[src/rtl/posit_encoder_if.sv]
// Request/result bundle between a posit producer and the posit(32,3) encoder.
interface posit_encoder_if;
    logic               start;
    logic               recieved;
    logic               sign;
    logic               ZERO;
    logic               NAR;
    logic signed [5:0]  k;
    logic [2:0]         exp_value;
    logic [31:0]        mantissa;
    logic [31:0]        posit_num;
    logic               done;

    modport master (
        output start, recieved, sign, ZERO, NAR, k, exp_value, mantissa,
        input  posit_num, done
    );

    modport slave (
        input  start, recieved, sign, ZERO, NAR, k, exp_value, mantissa,
        output posit_num, done
    );
endinterface

[src/rtl/posit_encoder.sv]
// Multi-cycle posit(32,3) encoder: builds the regime one bit per cycle, then
// inserts exponent and fraction, and holds the word until acknowledged.
module posit_encoder (
    input  logic            clk,
    input  logic            rst,
    posit_encoder_if.slave  bus
);
    typedef enum logic [2:0] {IDLE, SIGN, REGIME, EXP, FRAC, COMPLETE} state_t;

    state_t             state_reg, state_next;
    logic               sign_reg, sign_next;
    logic               zero_reg, zero_next;
    logic               nar_reg, nar_next;
    logic               k_neg_reg, k_neg_next;
    logic [4:0]         run_reg, run_next;
    logic [4:0]         r_reg, r_next;
    logic [2:0]         exp_reg, exp_next;
    logic [30:0]        frac_reg, frac_next;
    logic [4:0]         cnt_reg, cnt_next;
    logic [30:0]        acc_reg, acc_next;
    logic [31:0]        posit_reg, posit_next;
    logic               done_reg, done_next;

    logic signed [5:0]  k_clamped;
    logic [5:0]         k_abs;
    logic [4:0]         run_in;
    logic [4:0]         r_in;
    logic               regime_bit;
    logic [30:0]        regime_mask;
    logic [30:0]        exp_field;
    logic [30:0]        frac_field;
    logic               unused_hidden;

    // The hidden 1 of the mantissa carries no information in the posit word.
    assign unused_hidden = bus.mantissa[31];

    // Clamp k and derive the identical-bit run length and total regime width r.
    always_comb begin
        k_clamped = bus.k;
        if (bus.k > 6'sd30)
            k_clamped = 6'sd30;
        else if (bus.k < -6'sd30)
            k_clamped = -6'sd30;
        k_abs  = k_clamped[5] ? $unsigned(-k_clamped) : $unsigned(k_clamped);
        run_in = k_clamped[5] ? k_abs[4:0] : k_abs[4:0] + 5'd1;
        r_in   = (!k_clamped[5] && run_in == 5'd31) ? 5'd31 : run_in + 5'd1;
    end

    // Regime bit cnt is written MSB-first, so bit position 30-cnt is selected.
    genvar gi;
    generate
        for (gi = 0; gi < 31; gi++) begin : g_regime_mask
            assign regime_mask[gi] = (cnt_reg == 5'(30 - gi));
        end
    endgenerate

    assign regime_bit = (cnt_reg < run_reg) ^ k_neg_reg;
    assign exp_field  = {exp_reg, 28'd0} >> r_reg;
    assign frac_field = frac_reg >> (6'(r_reg) + 6'd3);

    always_comb begin
        state_next = state_reg;
        sign_next  = sign_reg;
        zero_next  = zero_reg;
        nar_next   = nar_reg;
        k_neg_next = k_neg_reg;
        run_next   = run_reg;
        r_next     = r_reg;
        exp_next   = exp_reg;
        frac_next  = frac_reg;
        cnt_next   = cnt_reg;
        acc_next   = acc_reg;
        posit_next = posit_reg;
        done_next  = done_reg;

        case (state_reg)
            IDLE: begin
                posit_next = 32'd0;
                done_next  = 1'b0;
                if (bus.start) begin
                    sign_next  = bus.sign;
                    zero_next  = bus.ZERO;
                    nar_next   = bus.NAR;
                    k_neg_next = k_clamped[5];
                    run_next   = run_in;
                    r_next     = r_in;
                    exp_next   = bus.exp_value;
                    frac_next  = bus.mantissa[30:0];
                    cnt_next   = 5'd0;
                    acc_next   = 31'd0;
                    state_next = SIGN;
                end
            end
            SIGN: begin
                if (nar_reg) begin
                    posit_next = 32'h8000_0000;
                    state_next = COMPLETE;
                end else if (zero_reg) begin
                    posit_next = 32'h0000_0000;
                    state_next = COMPLETE;
                end else begin
                    state_next = REGIME;
                end
            end
            REGIME: begin
                if (regime_bit)
                    acc_next = acc_reg | regime_mask;
                cnt_next = cnt_reg + 5'd1;
                if (cnt_reg == r_reg - 5'd1)
                    state_next = EXP;
            end
            EXP: begin
                // A 31-bit regime leaves no room for exponent or fraction.
                if (r_reg == 5'd31) begin
                    posit_next = {sign_reg, acc_reg};
                    state_next = COMPLETE;
                end else begin
                    acc_next   = acc_reg | exp_field;
                    state_next = FRAC;
                end
            end
            FRAC: begin
                acc_next   = acc_reg | frac_field;
                posit_next = {sign_reg, acc_reg | frac_field};
                state_next = COMPLETE;
            end
            COMPLETE: begin
                // done must be visible for at least one cycle before release.
                if (done_reg && bus.recieved) begin
                    done_next  = 1'b0;
                    posit_next = 32'd0;
                    state_next = IDLE;
                end else begin
                    done_next = 1'b1;
                end
            end
            default: state_next = IDLE;
        endcase
    end

    always_ff @(posedge clk or negedge rst) begin
        if (!rst) begin
            state_reg <= IDLE;
            sign_reg  <= 1'b0;
            zero_reg  <= 1'b0;
            nar_reg   <= 1'b0;
            k_neg_reg <= 1'b0;
            run_reg   <= 5'd0;
            r_reg     <= 5'd0;
            exp_reg   <= 3'd0;
            frac_reg  <= 31'd0;
            cnt_reg   <= 5'd0;
            acc_reg   <= 31'd0;
            posit_reg <= 32'd0;
            done_reg  <= 1'b0;
        end else begin
            state_reg <= state_next;
            sign_reg  <= sign_next;
            zero_reg  <= zero_next;
            nar_reg   <= nar_next;
            k_neg_reg <= k_neg_next;
            run_reg   <= run_next;
            r_reg     <= r_next;
            exp_reg   <= exp_next;
            frac_reg  <= frac_next;
            cnt_reg   <= cnt_next;
            acc_reg   <= acc_next;
            posit_reg <= posit_next;
            done_reg  <= done_next;
        end
    end

    assign bus.posit_num = posit_reg;
    assign bus.done      = done_reg;
endmodule
[src/flat_wrapper.sv]
// flat-port wrapper written by rule: the top's interface ports become plain ports
module posit_encoder_flat 
  (clk, rst, bus_start, bus_recieved, bus_sign, bus_ZERO, bus_NAR, bus_k, bus_exp_value, bus_mantissa, bus_posit_num, bus_done);
  posit_encoder_if bus_i ();
  input  logic clk;
  input  logic rst;
  input wire logic [$bits(bus_i.start)-1:0] bus_start;
  input wire logic [$bits(bus_i.recieved)-1:0] bus_recieved;
  input wire logic [$bits(bus_i.sign)-1:0] bus_sign;
  input wire logic [$bits(bus_i.ZERO)-1:0] bus_ZERO;
  input wire logic [$bits(bus_i.NAR)-1:0] bus_NAR;
  input wire logic [$bits(bus_i.k)-1:0] bus_k;
  input wire logic [$bits(bus_i.exp_value)-1:0] bus_exp_value;
  input wire logic [$bits(bus_i.mantissa)-1:0] bus_mantissa;
  output wire logic [$bits(bus_i.posit_num)-1:0] bus_posit_num;
  output wire logic [$bits(bus_i.done)-1:0] bus_done;
  assign bus_i.start = bus_start;
  assign bus_i.recieved = bus_recieved;
  assign bus_i.sign = bus_sign;
  assign bus_i.ZERO = bus_ZERO;
  assign bus_i.NAR = bus_NAR;
  assign bus_i.k = bus_k;
  assign bus_i.exp_value = bus_exp_value;
  assign bus_i.mantissa = bus_mantissa;
  assign bus_posit_num = bus_i.posit_num;
  assign bus_done = bus_i.done;
  posit_encoder u_core (.clk(clk), .rst(rst), .bus(bus_i));
endmodule
[config.mk]
export PLATFORM = sky130hd
export DESIGN_NAME = posit_encoder_flat
export DESIGN_NICKNAME = d
export VERILOG_FILES = /design/src/rtl/posit_encoder_if.sv /design/src/rtl/posit_encoder.sv /design/src/flat_wrapper.sv
export SDC_FILE = /design/constraint.sdc
export NUM_CORES = 1
export LEC_CHECK = 0
export CAP_MARGIN = 25
export CORE_UTILIZATION = 45
export CTS_CLUSTER_DIAMETER = 150
export DETAILED_ROUTE_END_ITERATION = 8
export PLACE_DENSITY = 0.77
export SYNTH_ARGS = -nofsm -noshare
export SYNTH_HDL_FRONTEND = slang
export SYNTH_SLANG_ARGS = --single-unit
[constraint.sdc]
create_clock -name clk -period 2.1 [get_ports clk]
set_input_delay 0.21 -clock clk [delete_from_list [all_inputs] [get_ports clk]]
set_output_delay 0.21 -clock clk [all_outputs]
set_load 0.005 [all_outputs]
==> impl_metrics.tcl <==
set metrics [dict create \
    outcome "complete, but fails checks" \
    violations "negative setup slack" \
    antenna_cells 0 \
    antenna_left 0 \
    finalNonFillerCells 1365 \
    final_common_cell "nand2_1" \
    grt_usage 0.341 \
    cts_tree "done" \
    maxCapViolCount 0 \
    yosys.area.top_type_share 0.374 \
    pwr-share-clk 0.151 \
    drc_errors 0 \
    synth_cell_type_count 79 \
    relSlewSlack 0.612 \
    antenna_found_initial 0 \
    synth_edf_count 0 \
    clkTransAtPathRegs_ns 0.06 \
    grt_overflow 0 \
    num-nets-final 1196 \
    synth.net_count 936 \
    dp.final_hpwl_um 19800 \
    wirelength_um 32500 \
    final_cell_mix "nand2_1 (165), buf_4 (161), dfrtp_1 (115)" \
    top_level_ports 81 \
    tightest_slew_ns 0.579 \
    drtIter0Drc 1005 \
    synth_flop_cell "dfrtp_1" \
    yosysWarnings 0 \
    hold_violations 0 \
    place.gp.congestion 0.963 \
    finClkSkew_ns 0.0136 \
    wl_per_cell_um 23.8 \
    period_share 1.43 \
    switching_power_uw 8650 \
    synth-seq-cells 117 \
    syn_area_um2 7840 \
    vias_per_cell 6.34 \
    timing.hold.ws_ns 0.280 \
    synth_top_area_cell "dfrtp_1" \
    crit_arrival_ns 3.36 \
    reg2regPathDepth 10 \
    utilization 0.736 \
    synth_cells 872 \
    p_leak_uw 0.00546 \
    async_flop_share 1.00 \
    power_density_nw_per_um2 1620 \
    grt_setup_unrepaired "yes" \
    avgSynthCellArea_um2 8.99 \
    r2r_slack_ns -0.35 \
    dp_cells 1265 \
    start_util 0.466 \
    synthTopCellsByArea "dfrtp_1 (37%), nand2_1 (8.9%), mux4_2 (5.2%)" \
    cts_buffers 17 \
    first_global_vias 8256 \
    worstPathRequired_ns 2.45 \
    critPathLaunchType "input pin" \
    clock-sinks 117 \
    fp.dieW_um 134 \
    portBuffers 76 \
    reg2reg_to "u_core.acc_reg[12]" \
    finalSetupViolations 70 \
    vias 8648 \
    comb_power_share 0.660 \
    rows 47 \
    clkLatencyLatePin_ns 0.44 \
    hold_path.class "input pin to async pin" \
    cts_max_level 4 \
    grt_max_degree 45 \
    clockBufferDepth 2 \
    core_um2 16800 \
    finalCriticalPeriod_ns 3.01 \
    yosysSeqAreaShare 0.374 \
    dr.pass1.iters 5 \
    drive_gt1_frac 0.418 \
    power_frac_seq 0.189 \
    p_int_uw 11500 \
    ir_drop_uv 883 \
    critPathCaptureType "register" \
    r2r_start "u_core.r_reg[0]" \
    area_delta_synth_final_pct 57.9 \
    finalMaxSlewViolations 0 \
    worstSetupPathType "input pin to register" \
    die-area_um2 17900 \
    layout_setup_ws_ns -0.910 \
    die_h_um 134 \
    cts_root_buffer "clkbuf_16" \
    crit_fanout 3 \
    largest_reg_flops 32 \
    switching_share 0.430 \
    p_total_uw 20100 \
    fmax_mhz 332 \
    grt_pass1_wl_um 46400 \
]
[critical path, cell delays in order]
cell,delay [ns]
buf_8,0.10
o41ai_4,0.33
ha_1,0.31
nor2b_2,0.16
nand2_2,0.09
ha_4,0.27
nor3_2,0.04
a21oi_1,0.20
ha_2,0.26
buf_6,0.11
nand2_1,0.04
o21ai_1,0.13
and3_4,0.24
nor3_4,0.05
nor3b_2,0.20
ha_2,0.23
o21ai_4,0.07
and2_4,0.18
a22oi_2,0.13
[layer usage]
| layer | share of wire | global-route usage |
|---|---|---|
| met5 | 0 | 0 |
| met3 | 0.070 | 0.0612 |
| met1 | 0.38 | 0.424 |
| met4 | 0.061 | 0.169 |
| met2 | 0.49 | 0.571 |
[cells by family (layout without fill, tap and decap cells)]
| logic type | count (synthesis) | after routing | synth area share |
|---|---|---|---|
| and+or+nand+nor | 322 | 322 | 0.183 |
| AOI/OAI and AO/OA | 255 | 255 | 0.222 |
| DFF | 117 | 117 | 0.374 |
| buffers and inverters | 86 | 359 | 0.0497 |
| muxes | 65 | 65 | 0.134 |
| adders and majority gates | 16 | 16 | 0.0255 |
| xor gates and xnor gates | 11 | 11 | 0.0123 |
[per-stage QoR]
step / worst slack [ns] / instance area, um2 / setup TNS (ns)
after detailed placement: -1.63 / 9990 / -19.22
after global placement: -1.51 / 9990 / -17.48
after global routing: -1.03 / 12400 / -18.44
final: -0.910 / 12400 / -15.05
after floorplan: -0.962 / 7880 / -6.46
after CTS: -0.885 / 11600 / -11.95
[final cells by class]
cell class                      instances  area (um2)
Sequential cell                       117        2930
Clock inverter                         10         118
Tap cell                              220         275
Timing Repair Buffer                  307        3020
Clock buffer                           22         494
Multi-Input combinational cell        669        5450
Fill cell                            1167        4450
Inverter                               20        78.8
[timing repair]
action / 4_1_cts / 5_1_grt
setup buffers: 40 / 33
gates cloned: 7 / 2
resized for setup: 182 / 144
endpoints found under the hold margin: 29 / 0
pin swaps: 78 / 63
hold buffers: 1 / 0
setup endpoints to repair: 64 / 72
[how the worst max path moves through the flow]
| stage | from | to | cells after the start |
|---|---|---|---|
| after floorplan | bus_k[1] | u_core.r_reg[3] | 17 |
| after global placement | bus_k[1] | u_core.r_reg[3] | 18 |
| after detailed placement | bus_k[1] | u_core.r_reg[2] | 18 |
| after CTS | bus_k[4] | u_core.r_reg[2] | 18 |
| after global routing | bus_k[2] | u_core.r_reg[3] | 19 |
| final | bus_k[2] | u_core.r_reg[3] | 19 |
[cells in the mapped netlist (15+ instances only)]
| master | count |
|---|---|
| inv_1 | 20 |
| mux2i_1 | 15 |
| ha_1 | 16 |
| o21ai_0 | 55 |
| a22oi_1 | 15 |
| clkbuf_1 | 38 |
| dfrtp_1 | 117 |
| a21oi_1 | 58 |
| mux2_2 | 19 |
| mux4_2 | 18 |
| nor2_1 | 49 |
| nand2_1 | 186 |
[power groups by stage]
stage | logic [uW] | registers, uW | clock network, uW
finish | 13300 | 3800 | 3040
global route | 13800 | 3850 | 3150
CTS | 11100 | 3700 | 3020
detailed placement | 8760 | 3680 | 0
global placement | 8620 | 3640 | 0
floorplan | 4970 | 3450 | 0
(Power assumes the default switching activity.)
